**src/rtl/mode_ctrl_if.sv**
```systemverilog
// Button-in / mode-out bundle between the front-panel driver and the mode controller.
// master drives the buttons; slave is the controller that owns the mode outputs.
interface mode_ctrl_if #(
  parameter int NUM_PAGES   = 4,
  parameter int NUM_FORMATS = 2
);
  localparam int PW = $clog2(NUM_PAGES);
  localparam int FW = $clog2(NUM_FORMATS);

  logic          in1;
  logic          in2;
  logic [PW-1:0] page;
  logic [FW-1:0] format;
  logic          mode_changed;

  modport master (output in1, in2, input page, format, mode_changed);
  modport slave  (input in1, in2, output page, format, mode_changed);
endinterface

```
**src/rtl/mode_ctrl_fsm.sv**
```systemverilog
// Display-mode controller: page axis with press/auto-repeat and idle return to page 0,
// format axis stepped by press only. All outputs registered.
module mode_ctrl_fsm #(
  parameter int NUM_PAGES      = 4,
  parameter int NUM_FORMATS    = 2,
  parameter int HOLD_CYCLES    = 50000000,
  parameter int REPEAT_CYCLES  = 12500000,
  parameter int TIMEOUT_CYCLES = 500000000,
  parameter int CNT_W          = 32
) (
  input  logic        clk,
  input  logic        rst_n,
  mode_ctrl_if.slave  mc_if
);
  localparam int PW = $clog2(NUM_PAGES);
  localparam int FW = $clog2(NUM_FORMATS);
  localparam logic [PW-1:0]    PAGE_MAX = PW'(NUM_PAGES - 1);
  localparam logic [FW-1:0]    FMT_MAX  = FW'(NUM_FORMATS - 1);
  localparam logic [CNT_W-1:0] HOLD_LAST = CNT_W'(HOLD_CYCLES - 1);
  localparam logic [CNT_W-1:0] REP_LAST  = CNT_W'(REPEAT_CYCLES - 1);
  localparam logic [CNT_W-1:0] TMO_LAST  = CNT_W'(TIMEOUT_CYCLES - 1);

  typedef enum logic [1:0] {IDLE, HELD, REPEAT} key_e;

  key_e             key_q, key_d;
  logic             in1_q, in2_q, arm_q;
  logic [CNT_W-1:0] hold_q, hold_d, idle_q, idle_d;
  logic [PW-1:0]    page_q, page_d;
  logic [FW-1:0]    fmt_q, fmt_d;
  logic             chg_q, chg_d;
  logic             press1, press2, step1, tmo;

  // The first edge after reset only samples the buttons, so a key held through reset
  // must be released and pressed again before it counts.
  assign press1 = arm_q & ~mc_if.in1 & in1_q;
  assign press2 = arm_q & ~mc_if.in2 & in2_q;

  always_comb begin
    key_d  = key_q;
    hold_d = hold_q;
    step1  = 1'b0;
    unique case (key_q)
      IDLE: begin
        if (press1) begin
          step1  = 1'b1;
          hold_d = '0;
          key_d  = HELD;
        end
      end
      HELD: begin
        if (mc_if.in1) begin
          key_d  = IDLE;
          hold_d = '0;
        end else if (HOLD_CYCLES != 0) begin
          if (hold_q == HOLD_LAST) begin
            step1  = 1'b1;
            hold_d = '0;
            key_d  = REPEAT;
          end else begin
            hold_d = hold_q + CNT_W'(1);
          end
        end
      end
      REPEAT: begin
        if (mc_if.in1) begin
          key_d  = IDLE;
          hold_d = '0;
        end else if (hold_q == REP_LAST) begin
          step1  = 1'b1;
          hold_d = '0;
        end else begin
          hold_d = hold_q + CNT_W'(1);
        end
      end
      default: begin
        key_d  = IDLE;
        hold_d = '0;
      end
    endcase
  end

  always_comb begin
    // An in1 step in the timeout cycle wins over the return to page 0.
    tmo = (TIMEOUT_CYCLES != 0) && (idle_q == TMO_LAST) && (page_q != '0) && !step1;

    page_d = page_q;
    if (step1)    page_d = (page_q == PAGE_MAX) ? '0 : page_q + PW'(1);
    else if (tmo) page_d = '0;

    fmt_d = fmt_q;
    if (press2) fmt_d = (fmt_q == FMT_MAX) ? '0 : fmt_q + FW'(1);

    if (step1 || press2 || tmo || !mc_if.in1 || !mc_if.in2 || page_q == '0)
      idle_d = '0;
    else
      idle_d = idle_q + CNT_W'(1);

    chg_d = (page_d != page_q) || (fmt_d != fmt_q);
  end

  always_ff @(posedge clk or negedge rst_n) begin
    if (!rst_n) begin
      key_q  <= IDLE;
      in1_q  <= 1'b1;
      in2_q  <= 1'b1;
      arm_q  <= 1'b0;
      hold_q <= '0;
      idle_q <= '0;
      page_q <= '0;
      fmt_q  <= '0;
      chg_q  <= 1'b0;
    end else begin
      key_q  <= key_d;
      in1_q  <= mc_if.in1;
      in2_q  <= mc_if.in2;
      arm_q  <= 1'b1;
      hold_q <= hold_d;
      idle_q <= idle_d;
      page_q <= page_d;
      fmt_q  <= fmt_d;
      chg_q  <= chg_d;
    end
  end

  assign mc_if.page         = page_q;
  assign mc_if.format       = fmt_q;
  assign mc_if.mode_changed = chg_q;
endmodule

```
**src/flat_wrapper.sv**
```systemverilog
// flat-port wrapper written by rule: the top's interface ports become plain ports
module mode_ctrl_fsm_flat 
#(
  parameter int NUM_PAGES      = 4,
  parameter int NUM_FORMATS    = 2,
  parameter int HOLD_CYCLES    = 50000000,
  parameter int REPEAT_CYCLES  = 12500000,
  parameter int TIMEOUT_CYCLES = 500000000,
  parameter int CNT_W          = 32
)
  (clk, rst_n, mc_if_in1, mc_if_in2, mc_if_page, mc_if_format, mc_if_mode_changed);
  mode_ctrl_if #(.NUM_PAGES(NUM_PAGES), .NUM_FORMATS(NUM_FORMATS)) mc_if_i ();
  input  logic clk;
  input  logic rst_n;
  input wire logic [$bits(mc_if_i.in1)-1:0] mc_if_in1;
  input wire logic [$bits(mc_if_i.in2)-1:0] mc_if_in2;
  output wire logic [$bits(mc_if_i.page)-1:0] mc_if_page;
  output wire logic [$bits(mc_if_i.format)-1:0] mc_if_format;
  output wire logic [$bits(mc_if_i.mode_changed)-1:0] mc_if_mode_changed;
  assign mc_if_i.in1 = mc_if_in1;
  assign mc_if_i.in2 = mc_if_in2;
  assign mc_if_page = mc_if_i.page;
  assign mc_if_format = mc_if_i.format;
  assign mc_if_mode_changed = mc_if_i.mode_changed;
  mode_ctrl_fsm #(.NUM_PAGES(NUM_PAGES), .NUM_FORMATS(NUM_FORMATS), .HOLD_CYCLES(HOLD_CYCLES), .REPEAT_CYCLES(REPEAT_CYCLES), .TIMEOUT_CYCLES(TIMEOUT_CYCLES), .CNT_W(CNT_W)) u_core (.clk(clk), .rst_n(rst_n), .mc_if(mc_if_i));
endmodule
```
**config.mk**
```make
export PLATFORM = sky130hd
export DESIGN_NAME = mode_ctrl_fsm_flat
export DESIGN_NICKNAME = d
export VERILOG_FILES = /design/src/rtl/mode_ctrl_if.sv /design/src/rtl/mode_ctrl_fsm.sv /design/src/flat_wrapper.sv
export SDC_FILE = /design/constraint.sdc
export NUM_CORES = 1
export LEC_CHECK = 0
export CAP_MARGIN = 10
export CORE_UTILIZATION = 58
export CTS_BUF_LIST = sky130_fd_sc_hd__clkbuf_2
export DETAILED_ROUTE_END_ITERATION = 8
export PLACE_DENSITY_LB_ADDON = 0.3
export SYNTH_ARGS = -nofsm -noshare
export SYNTH_HDL_FRONTEND = slang
export SYNTH_SLANG_ARGS = --single-unit
export TNS_END_PERCENT = 10
```
**constraint.sdc**
```tcl
create_clock -name clk -period 2.6 [get_ports clk]
set_input_delay 0.39 -clock clk [delete_from_list [all_inputs] [get_ports clk]]
set_output_delay 0.39 -clock clk [all_outputs]
set_load 0.05 [all_outputs]
```
* Yosys cells after proc, flatten, opt, wreduce, memory -nomap -nowiden
Index checks and enable logic that the tools add are counted.
** Operators by class
- $add $sub $neg :: 4
- $mul :: 0
- Divide/modulo/power cells :: 0
- Magnitude comparators :: 0
- Equality and inequality tests :: 11
- Shifts and indexed selects :: 0
- Mux-type cells :: 23
- Bitwise gates (word level) :: 6
- Reduce and logical (&&, ||, !) cells :: 15
** Operators by type and width (number)
- 32-bit 2-to-1 mux :: 6
- 32-bit one-hot mux with 3 select lines :: 1
- 32-bit by 1-bit adder with 32-bit output (second input constant) :: 2
- 32-bit by 24-bit equality test with 1-bit output (second input constant) :: 1
- 32-bit by 26-bit equality test with 1-bit output (second input constant) :: 1
- 32-bit by 29-bit equality test with 1-bit output (second input constant) :: 1
- 2-bit 2-to-1 mux :: 7
- 1-bit 2-to-1 mux :: 7
- 1-bit logical OR :: 6
- 2-bit one-hot mux with 3 select lines :: 1
- 1-bit bitwise AND :: 4
- 2-bit equality test (second input constant) :: 2
- 2-bit logical NOT :: 2
- 1-bit logical NOT :: 3
- 3-bit by 2-bit inequality test with 1-bit output (second input constant) :: 1
- 1-bit one-hot mux with 3 select lines :: 1
- 3-bit AND reduction :: 1
- 2-bit by 1-bit adder with 2-bit output (second input constant) :: 1
- 2-bit by 1-bit equality test with 1-bit output (second input constant) :: 1
- 1-bit logical AND :: 2
- 2-bit by 1-bit inequality test with 1-bit output (second input constant) :: 1
- 2-bit inequality test :: 1
- 2-bit inequality test (second input constant) :: 1
- 1-bit NOT :: 2
- other kinds (3) :: 3
** Storage, ports and cells
- Bits in registers :: 73
- Bits in latches :: 0
- RAM bits :: 0
- Memory bits (read-only) :: 0
- Input port bits :: 4
- Logic and storage cells :: 68
- Memories :: 0

* Longest topological paths before layout
- Depth after elaboration :: 12
- Gate-level depth with buffers :: 8
- Depth with buffers taken out :: 7

* Worst setup path before layout
Ideal clock, no wire load.
- Kind :: register -> register
- Start :: register u_core.page_q[0] (netlist: u_core.mc_if.page[0])
- End :: register u_core.idle_q[10]
- Data arrival time :: 2.429 ns
- Data required time :: 2.468 ns
- Path slack :: 0.039 ns
- Cell stages (with the launch flop) :: 9
- Cell sequence :: dfrtp_1 inv_1 ha_1 nor3_1 nand4_1 or4b_2 nand4b_1 clkbuf_1 nor2_1
** On the way
- Longest elaborated chain between the ends :: 8
- Elaborated cells on any way between the ends :: 9
- Classes of those cells :: mux: 1; reduce/logical: 8
** Ends and longest elaborated chain
- start: declaration :: line mode_ctrl_fsm.sv:28 : logic [PW-1:0] page_q, page_d;
- start signal: assignment :: line mode_ctrl_fsm.sv:119 : page_q <= page_d;
- 2-bit nonzero test :: line mode_ctrl_fsm.sv:84 : tmo = (TIMEOUT_CYCLES != 0) && (idle_q == TMO_LAST) && (page_q != '0) && !step1;
- 1-bit logical AND (2 in a row) :: line mode_ctrl_fsm.sv:84
- 1-bit logical OR (3 in a row) :: line mode_ctrl_fsm.sv:93 : if (step1 || press2 || tmo || !mc_if.in1 || !mc_if.in2 || page_q == '0)
- 1-bit logical OR * :: line mode_ctrl_fsm.sv:93
- 32-bit 2-to-1 mux * :: line mode_ctrl_fsm.sv:93
- named net u_core.idle_d[10] :: line mode_ctrl_fsm.sv:27 : logic [CNT_W-1:0] hold_q, hold_d, idle_q, idle_d;
- end signal: assignment :: line mode_ctrl_fsm.sv:118 : idle_q <= idle_d;
- end: declaration :: line mode_ctrl_fsm.sv:27
The timed path passes the listed nets; every way through them passes the cells marked *.
A chain may end at the register's enable or synchronous reset.

* Final worst setup path
- Start :: register u_core.hold_q[18]
- End :: register u_core.hold_q[24]
** On the way
- Longest elaborated chain between the ends :: 4
- Elaborated cells on any way between the ends :: 8
- Classes of those cells :: add/sub: 1; eq/ne: 2; mux: 5
** Ends and longest elaborated chain
- start: declaration :: line mode_ctrl_fsm.sv:27
- start signal: assignment :: line mode_ctrl_fsm.sv:117 : hold_q <= hold_d;
- 32-bit by 1-bit adder with 32-bit output (tied with other cells) :: line mode_ctrl_fsm.sv:60, mode_ctrl_fsm.sv:72
- 32-bit 2-to-1 mux, on equally long branches :: line mode_ctrl_fsm.sv:68, mode_ctrl_fsm.sv:55
- 32-bit 2-to-1 mux, on equally long branches :: line mode_ctrl_fsm.sv:65, mode_ctrl_fsm.sv:51
- 32-bit one-hot mux with 3 select lines * :: line mode_ctrl_fsm.sv:42 : unique case (key_q)
Every way passes the cells marked *; elsewhere a longest branch is shown, timed or not.

==> results by group <==
Outcome
  • Run status: complete, but fails checks
  • Violations in the final reports: design-rule violations

Timing
  • Fmax: 398 MHz
  • Number of max-slew violations in the final report: 0
  • Total setup violations reported at the end of the flow: 0
  • Share of the clock period used by the worst path after layout: 96.6%
  • Sum of negative setup slack: 0 ps
  • Hold Violations, Final: 0
  • Clock period minus final worst setup slack: 2510 ps
  • Setup repair after global routing missed its margin: false
  • Fin Clk Skew: 24.1 ps

Critical path
  • Element type at the critical path start: flip-flop
  • Number of cells on the worst reg-to-reg path: 6
  • Cell-by-cell listing of the critical path: or4b_4 -> or4_4 -> o31a_4 -> a211oi_2 -> buf_12 -> nor2_1
  • Register-to-register setup slack: 90 ps
  • R2r startpoint: u_core.hold_q[18]
  • Element type at the critical path end: flip-flop
  • Critical Setup Path Class: reg -> reg
  • Capturing instance or port of the critical path: u_core.hold_q[24]
  • Reg-to-reg critical path endpoint: u_core.hold_q[24]
  • Data required, critical path: 3040 ps
  • Maximum single-stage delay on the critical path: 540 ps
  • Arrival time of data at the critical path endpoint: 2960 ps
  • Slowest stage cell on the critical path: or4b_4
  • Beginning of the critical path: u_core.hold_q[18]
  • Crit path max fanout: 21

Pwr
  • Static power due to leakage: 0.00176 µW
  • Max VDD drop: 0.254 mV
  • Total power divided by cell area: 586 nW/µm²

Layout
  • Layout Nets: 463
  • Share of layout cells above drive strength 1: 11.2%
  • Ant. Diodes: 0
  • Layout overhead on the synthesized area: 11.5%
  • Most frequent cells in the layout: 71 x dfrtp_1, 55 x nor2_1, 43 x nand2_1
  • Most common cell after layout, fill and taps aside: dfrtp_1
  • Final core area utilization: 68.4%

Detailed routing
  • Number of DRC markers after the initial detailed-route iteration: 229
  • Antenna viol nets, final: 0
  • First drt pass iteration count: 6
  • Number of vias in the routed layout: 3267
  • Detailed-route wire length: 8550 µm
  • Total DRC errors in the routed layout: 1
  • Average routed wire per standard cell: 16.0 µm
  • Via density per instance: 6.13

Synth
  • Count of flip-flops with a built-in enable after synthesis: 0
  • Net count of the mapped netlist: 436
  • Number of distinct standard cells referenced by the synthesized netlist: 51
  • Syn Std Cell Area: 3980 µm²
  • Fraction of registers with async set/reset: 100%
  • Top flip-flop cell by instance count after synthesis: dfrtp_1
  • Count of synthesis-stage warnings from yosys: 0
  • Yosys reg bits: 73
  • Part of the Yosys area used for sequential elements: 45.9%
  • Mean Syn Cell Area: 9.39 µm²
  • Number of standard cells after synthesis: 424

Clock network
  • Clock tree from TritonCTS: built
  • Count of buffers added by post-CTS timing repair for setup: 0
  • CTS sink cnt: 73
  • H-Tree Level Count: 3
  • Clk root buf: clkbuf_2
  • Clock-pin slew on the worst setup and hold paths: 200 ps
  • Clock Path Buffers: 2
  • Worst-Skew Late Latency: 540 ps
  • Number of buffers created by CTS: 9

Global route
  • Antenna violations before repair: 0
  • Layer with the highest usage after global routing: met2
  • Met1 layer usage reported by global route: 38.0%
  • Number of global-route vias before repair: 3180
  • Total gr overflow: 0
  • GRT Overall Usage: 26.4%
  • Met2 Usage GRT: 39.7%
  • Met3 capacity usage during global routing: 5.54%
  • Maximum number of pins on one net before global-route repair: 40
  • Global-route wire length before repair: 14900 µm

Die
  • Die width: 84.9 µm
  • Die height: 84.9 µm
  • Std-Cell Core Area: 6490 µm²
  • Area of the die: 7200 µm²
  • Starting utilization of the core area: 61.3%
  • Number of cell rows: 29
  • Io pins: 8

Placement
  • Global placer's final weighted congestion: 0.856
  • Final HPWL from detailed placement: 6070 µm
  • Port buffer count: 7

Worst hold path
  • Min-Delay Path Class: in -> reg

Job
  • Number of violations of the max-capacitance limit: 0
-- cell type report --
class / count / area [µm²]
Fill cell: 503 / 2050
Multi-Input combinational cell: 324 / 2050
Sequential cell: 73 / 1830
Timing Repair Buffer: 29 / 270
Clock buffer: 10 / 50.0
Tap cell: 77 / 96.3
Inverter: 14 / 52.6
Clock inverter: 6 / 91.3
-- sequential cells by signal, indices dropped and copies added (netlist names) --
| name | count |
|---|---|
| u_core.arm_q | 1 |
| u_core.in1_q | 1 |
| u_core.key_q | 2 |
| u_core.mc_if.format | 1 |
| u_core.hold_q | 32 |
| u_core.mc_if.page | 2 |
| u_core.idle_q | 32 |
| u_core.mc_if.mode_changed | 1 |
| u_core.in2_q | 1 |
-- worst max-delay path, delay by kind of cell (launching register included) --
family	cells	cell delay, ps
AND/OR/NAND/NOR	3	1100
AO/OA/AOI/OAI	2	680
flip-flops	1	430
buffers and inverters	1	200
-- per-layer routing --
layer | vias to the layer above | part of all wire [%]
li1 | 1594 | -
met1 | 1591 | 49
met2 | 73 | 45
met3 | 9 | 5.1
met4 | 0 | 1.1
met5 | - | 0
-- stage by stage --
stage / power (µW) / area, µm² / cells / setup slack, ps / hold WS [ps]
2_1_floorplan: 1660 / 3980 / 424 / 38.8 / 94.4
3_3_place_gp: 1850 / 4270 / 516 / 118 / 383
3_5_place_dp: 1870 / 4270 / 516 / 57.4 / 386
4_1_cts: 2610 / 4420 / 533 / 13.1 / 293
5_1_grt: 2740 / 4440 / 533 / 14.9 / 282
6_report: 2600 / 4440 / 533 / 88.2 / 314
-- cell families (layout without fill, tap and decap cells) --
family,after synthesis,count (layout),synth area share [%]
and+or+nand+nor,219,219,28.9
DFF,73,73,45.9
xor gates and xnor gates,47,47,10.3
AOI/OAI and AO/OA,46,46,8.42
buffers and inverters,27,59,2.95
adders and majority gates,8,8,2.51
muxes,3,3,0.786
other,1,1,0.0942
-- where the power goes --
| group | total [µW] | switching, µW | internal [µW] |
|---|---|---|---|
| clock network | 745 | 421 | 324 |
| registers | 1230 | 52.3 | 1180 |
| logic | 624 | 395 | 229 |
| total | 2600 | 869 | 1730 |
-- cells in the mapped netlist, types with 3 or more instances --
master	n	area (µm²)
or3_1	7	43.8
dfrtp_1	71	1780
o31ai_1	3	22.5
nor3_1	11	55.1
o211ai_1	3	22.5
and3_1	11	68.8
o21ai_0	10	50.1
or4_1	6	45.0
xnor2_1	28	245
nand4_1	21	131
o221ai_1	3	26.3
and2_1	5	31.3
nor4b_1	3	26.3
o311ai_0	4	35.0
nand3_1	18	90.1
ha_1	8	100
nor4_1	18	113
nor2_1	55	206
o2111ai_1	4	35.0
nand2_1	43	161
clkbuf_1	9	33.8
a21oi_1	9	45.0
inv_1	14	52.6
xor2_1	19	166
nand3b_1	3	22.5
and4_1	6	52.6
-- worst min-delay path by stage --
| stage | start | end | slack (ps) | depth (start not counted) |
|---|---|---|---|---|
| floorplan | rst_n | u_core.arm_q | 90 | 0 |
| global placement | rst_n | u_core.hold_q[1] | 380 | 2 |
| detailed placement | rst_n | u_core.hold_q[1] | 390 | 2 |
| CTS | mc_if_in2 | u_core.in2_q | 290 | 1 |
| global route | mc_if_in2 | u_core.in2_q | 280 | 1 |
| finish | mc_if_in2 | u_core.in2_q | 310 | 1 |
-- timing repair --
item	in CTS	in global routing
hold buffers	1	0
setup endpoints to repair	0	30
gates resized for setup	0	4
hold endpoints to repair	71	0
No activity file was read; power rests on OpenSTA's default activity.
